[config.mk]
export PLATFORM = sky130hd
export DESIGN_NAME = bit_serial_sub_ctrl_flat
export DESIGN_NICKNAME = d
export VERILOG_FILES = /design/src/rtl/bit_serial_sub_ctrl_if.sv /design/src/rtl/bit_serial_sub_ctrl.sv /design/src/flat_wrapper.sv
export SDC_FILE = /design/constraint.sdc
export NUM_CORES = 1
export LEC_CHECK = 0
export BUFFER_PORTS_ARGS = -buffer_cell sky130_fd_sc_hd__buf_2
export CORE_UTILIZATION = 50
export CTS_CLUSTER_DIAMETER = 80
export DETAILED_ROUTE_END_ITERATION = 8
export HOLD_SLACK_MARGIN = 0.02
export PLACE_DENSITY = 0.74
export SYNTH_ARGS = -nofsm -noshare
export SYNTH_HDL_FRONTEND = slang
export SYNTH_SLANG_ARGS = --single-unit
[constraint.sdc]
create_clock -name clk -period 2.4 [get_ports clk]
set_input_delay 0.36 -clock clk [delete_from_list [all_inputs] [get_ports clk]]
set_output_delay 0.36 -clock clk [all_outputs]
set_load 0.01 [all_outputs]
[src/rtl/bit_serial_sub_ctrl_if.sv]
// Handshake and operand/result bundle for the bit-serial subtractor.
// The bench drives through master and the subtractor attaches as slave.
interface bit_serial_sub_ctrl_if #(
   parameter int WIDTH = 8
);
   logic             start;
   logic [WIDTH-1:0] a;
   logic [WIDTH-1:0] b;
   logic             busy;
   logic             done;
   logic [WIDTH-1:0] diff;
   logic             bout;
   logic             ovf;

   modport master (
      output start, a, b,
      input  busy, done, diff, bout, ovf
   );

   modport slave (
      input  start, a, b,
      output busy, done, diff, bout, ovf
   );
endinterface

[src/rtl/bit_serial_sub_ctrl.sv]
// Bit-serial subtractor: computes a - b one bit per clock, LSB first, through
// a single full-subtractor cell. It also reports the final borrow and the signed overflow.
module bit_serial_sub_ctrl #(
   parameter int WIDTH = 8
) (
   input  logic                  clk,
   input  logic                  rst_n,
   bit_serial_sub_ctrl_if.slave  bus
);

   localparam int CW = $clog2(WIDTH);

   typedef enum logic [1:0] {
      S_IDLE  = 2'd0,
      S_SHIFT = 2'd1,
      S_DONE  = 2'd2
   } state_t;

   state_t           r_state;
   state_t           w_next;
   logic [WIDTH-1:0] r_a;
   logic [WIDTH-1:0] r_b;
   logic [WIDTH-1:0] r_diff;
   logic             r_br;
   logic             r_bout;
   logic             r_ovf;
   logic [CW-1:0]    r_cnt;

   logic             w_ai;
   logic             w_bi;
   logic             w_d;
   logic             w_bo;
   logic             w_last;
   logic             w_load;
   logic             w_busy;
   logic             w_done;

   // Full-subtractor cell on the current LSBs of the operand shift registers
   assign w_ai   = r_a[0];
   assign w_bi   = r_b[0];
   assign w_d    = w_ai ^ w_bi ^ r_br;
   assign w_bo   = (~w_ai & w_bi) | (~(w_ai ^ w_bi) & r_br);
   assign w_last = (r_cnt == CW'(WIDTH - 1));

   always_ff @(posedge clk or negedge rst_n) begin
      if (!rst_n) begin
         r_state <= S_IDLE;
      end else begin
         r_state <= w_next;
      end
   end

   always_comb begin
      w_next = r_state;
      w_load = 1'b0;
      w_busy = 1'b0;
      w_done = 1'b0;
      case (r_state)
         S_IDLE: begin
            if (bus.start) begin
               w_load = 1'b1;
               w_next = S_SHIFT;
            end
         end
         S_SHIFT: begin
            w_busy = 1'b1;
            if (w_last) begin
               w_next = S_DONE;
            end
         end
         S_DONE: begin
            w_done = 1'b1;
            if (bus.start) begin
               w_load = 1'b1;
               w_next = S_SHIFT;
            end else begin
               w_next = S_IDLE;
            end
         end
         default: w_next = S_IDLE;
      endcase
   end

   // Results are left untouched on load so they hold until shifting resumes
   always_ff @(posedge clk or negedge rst_n) begin
      if (!rst_n) begin
         r_a    <= '0;
         r_b    <= '0;
         r_diff <= '0;
         r_br   <= 1'b0;
         r_bout <= 1'b0;
         r_ovf  <= 1'b0;
         r_cnt  <= '0;
      end else if (w_load) begin
         r_a   <= bus.a;
         r_b   <= bus.b;
         r_br  <= 1'b0;
         r_cnt <= '0;
      end else if (r_state == S_SHIFT) begin
         r_diff <= {w_d, r_diff[WIDTH-1:1]};
         r_a    <= r_a >> 1;
         r_b    <= r_b >> 1;
         r_br   <= w_bo;
         if (w_last) begin
            // The cell now sees the original sign bits of a and b
            r_bout <= w_bo;
            r_ovf  <= (w_ai != w_bi) && (w_d != w_ai);
         end else begin
            r_cnt <= r_cnt + CW'(1);
         end
      end
   end

   assign bus.busy = w_busy;
   assign bus.done = w_done;
   assign bus.diff = r_diff;
   assign bus.bout = r_bout;
   assign bus.ovf  = r_ovf;

endmodule

[src/flat_wrapper.sv]
// flat-port wrapper written by rule: the top's interface ports become plain ports
module bit_serial_sub_ctrl_flat 
#(
   parameter int WIDTH = 8
)
  (clk, rst_n, bus_start, bus_a, bus_b, bus_busy, bus_done, bus_diff, bus_bout, bus_ovf);
  bit_serial_sub_ctrl_if #(.WIDTH(WIDTH)) bus_i ();
  input  logic clk;
  input  logic rst_n;
  input wire logic [$bits(bus_i.start)-1:0] bus_start;
  input wire logic [$bits(bus_i.a)-1:0] bus_a;
  input wire logic [$bits(bus_i.b)-1:0] bus_b;
  output wire logic [$bits(bus_i.busy)-1:0] bus_busy;
  output wire logic [$bits(bus_i.done)-1:0] bus_done;
  output wire logic [$bits(bus_i.diff)-1:0] bus_diff;
  output wire logic [$bits(bus_i.bout)-1:0] bus_bout;
  output wire logic [$bits(bus_i.ovf)-1:0] bus_ovf;
  assign bus_i.start = bus_start;
  assign bus_i.a = bus_a;
  assign bus_i.b = bus_b;
  assign bus_busy = bus_i.busy;
  assign bus_done = bus_i.done;
  assign bus_diff = bus_i.diff;
  assign bus_bout = bus_i.bout;
  assign bus_ovf = bus_i.ovf;
  bit_serial_sub_ctrl #(.WIDTH(WIDTH)) u_core (.clk(clk), .rst_n(rst_n), .bus(bus_i));
endmodule
==> run summary <==
====================================================================================
Family with the most delay on the worst path .......................... buffers and inverters
Worst endpoint required time ..........................................      2040 ps
Total setup violations reported at the end of the flow ................            0
Post-DP HPWL ..........................................................      1810 µm
Die boundary height ...................................................      55.2 µm
Total Die Area ........................................................  0.00305 mm²
Maximum number of pins on one net before global-route repair ..........           33
Placeable Area ........................................................  0.00257 mm²
Cell Area, Placed .....................................................  0.00155 mm²
Post-CTS setup buffers ................................................            0
Synthesized flop and latch total ......................................           32
Headroom to the max-slew limit ........................................        0.398
Antenna-violating nets left ...........................................            0
Mean post-synth cell area .............................................     9.45 µm²
Warnings, synthesis ...................................................            0
Share of the clock period used by the worst path ......................        0.713
Synthesized area ......................................................  0.00142 mm²
Detailed-route DRC error count ........................................            0
Wire length of the first global-routing pass ..........................      4750 µm
Vias per inst .........................................................         5.27
Via count of the first global-routing pass ............................         1097
Total wirelength of the detailed-routed design ........................      2750 µm
Clk pin slew, worst setup/hold paths ..................................        90 ps
Clock tree buffer depth ...............................................            2
Result of the run ..................................................... finished, final reports clean
Antenna violations before repair ......................................            0
Area leader, netlist ..................................................      dfrtp_1
Number of placed instances, taps included .............................          202
Number of buffers added to fix hold violations after cts ..............            0
Number of pins exceeding their max-slew limit in the final report .....            0
GR Util All Layers ....................................................        0.202
Endpoint kind of the worst setup timing path ..........................  output port
Slew of the pin with the lowest slew margin ...........................       904 ps
Synthesized Nets ......................................................          173
Buffers & Inverters on Critical Path ..................................            2
Crit start category ...................................................    flip-flop
Clk_lat worst skew ....................................................       330 ps
Initial standard-cell utilization of the core .........................        0.552
Synth top area share ..................................................        0.565
Diodes inserted .......................................................            0
Remaining Overflow, GRT ...............................................            0
Post-Synthesis Cells ..................................................          150
Most frequent cells after synthesis ................................... 52 x nand2_1, 32 x dfrtp_1, 13 x nor2_1, 10 x a31oi_1, 5 x buf_2
Final RePlAce weighted congestion .....................................        0.706
TritonCTS clock tree ..................................................         done
Type of the worst setup path ..........................................   reg -> out
Setup repair after global routing missed its margin ...................           no
Cell types occupying the most area after synthesis .................... dfrtp_1 56%, nand2_1 14%, a31oi_1 4.4%
Top achievable clock speed ............................................      584 MHz
Routed wire per std cell ..............................................      13.1 µm
Crit path cell chain .................................................. nand2b_1 > inv_4 > buf_2
Area grow syn2layout ..................................................        13.5%
Max cap viols .........................................................            0
Leakage Power .........................................................     0.822 nW
Number of distinct library cells after synthesis ......................           26
Worst clock skew ......................................................      6.42 ps
Port Buffer Count .....................................................           30
Proportion of synthesized flip-flops having asynchronous set or reset .         1.00
Ports .................................................................           31
Number of enable-type register cells in the synthesized netlist .......            0
Number of buffers added by the clock tree synthesis step ..............            5
Sequential-to-total area share from yosys stat ........................        0.565
Die X .................................................................      55.2 µm
Minimum clock period after layout .....................................      1710 ps
Pwr/cell area .........................................................  1300 mW/mm²
Worst hold slack across all endpoints .................................      61.5 ps
Hold Path Class .......................................................  in -> async
Accumulated negative setup slack ......................................         0 ps
Fillers ...............................................................          222
Standard-cell rows ....................................................           18
CP Max Fanout .........................................................           26
Post-route design area ................................................  0.00161 mm²
Fin nets ..............................................................          202
DR pass1 iterations ...................................................            5
Cell chosen for the clock root ........................................     clkbuf_4
Data arrival time of the critical path ................................      1350 ps
Most used standard cell by instance count after synthesis .............      nand2_1
First-iteration detailed-routing DRC count ............................           29
Final Hold Viols ......................................................            0
Primary FF master, synth ..............................................      dfrtp_1
Clock Sink Count ......................................................           32
Fraction of layout instances using a drive strength above 1 ...........        0.217
CTS H-tree depth ......................................................            2
Overall Power .........................................................      2.09 mW
Post-layout instance count excluding filler cells .....................          210
Via count .............................................................         1107
Worst path max stage delay ............................................       410 ps
Worst-case vdd ir drop ................................................       866 µV
Post-cts resize count .................................................            0
Slowest stage cell on the critical path ...............................      dfrtp_1
====================================================================================
flip-flops by register name, indices dropped and copies added, names as in the netlist:
name / cells
u_core.bus.bout: 1
u_core.bus.diff: 8
u_core.bus.ovf: 1
u_core.r_a: 8
u_core.r_b: 8
u_core.r_br: 1
u_core.r_cnt: 3
u_core.r_state: 2
metrics by stage:
stage / setup WS, ps / utilization
after floorplan: 1010 / -
after global placement: 878 / 0.604
after detailed placement: 832 / 0.604
after CTS: 663 / 0.627
after global routing: 601 / 0.627
final: 689 / 0.627
final timing paths:
kind | from | endpoint | cells past startpoint | slack, ps
setup / recovery | u_core.r_state[1] | bus_busy | 3 | 690
hold / removal | rst_n | u_core.r_a[7] | 1 | 60
setup reg to reg | u_core.r_state[0] | u_core.r_a[7] | 3 | 810
hold reg to reg | u_core.bus.diff[0] | u_core.bus.diff[0] | 2 | 500
max in group asynchronous | rst_n | u_core.bus.diff[3] | 1 | 1890
min in group clk | bus_b[0] | u_core.r_b[0] | 3 | 260
per-layer routing:
layer,vias to the layer above,GRT usage,share of wire
li1,549,-,-
met3,7,0.0796,0.053
met4,0,0.0643,0.015
met1,522,0.241,0.46
met2,29,0.336,0.47
met5,-,0,0
cells in the final DEF (no fill, tap or decap), types with 2 or more instances in the layout:
cell,Yosys,final
a31oi_1,10,10
nand2_1,52,52
buf_2,5,30
ha_1,3,3
nor2_1,13,13
clkbuf_1,0,2
nand2b_1,2,2
nand3_1,2,2
inv_1,2,2
dfrtp_1,32,32
nor3_1,3,3
a21oi_1,4,4
clkbuf_4,0,5
o22ai_1,2,2
o21ai_1,4,4
nor2b_1,2,2
layout make-up:
class | instances | area, µm² | area share
Multi-Input combinational cell | 106 | 541 | 0.336
Timing Repair Buffer | 31 | 158 | 0.0980
Inverter | 3 | 13.8 | 0.00855
Sequential cell | 32 | 801 | 0.498
Clock buffer | 8 | 58.8 | 0.0365
Tap cell | 30 | 37.5 | 0.0233
where the power goes:
part	leakage, nW	total (mW)	switching [mW]	internal, mW
combinational	0.389	0.841	0.499	0.341
clock	0.0326	0.316	0.172	0.144
sequential	0.400	0.938	0.156	0.782
total	0.822	2.09	0.827	1.27
logic make-up after synthesis:
family                   share of synthesized area
AO/OA/AOI/OAI                               0.0989
XOR/XNOR                                    0.0124
adder cells (fa/ha/maj)                     0.0406
buffers and inverters                       0.0538
flip-flops                                   0.565
multiplexers                               0.00794
AND/OR/NAND/NOR                              0.222
Note: power is estimated with default switching activity, not from simulation.
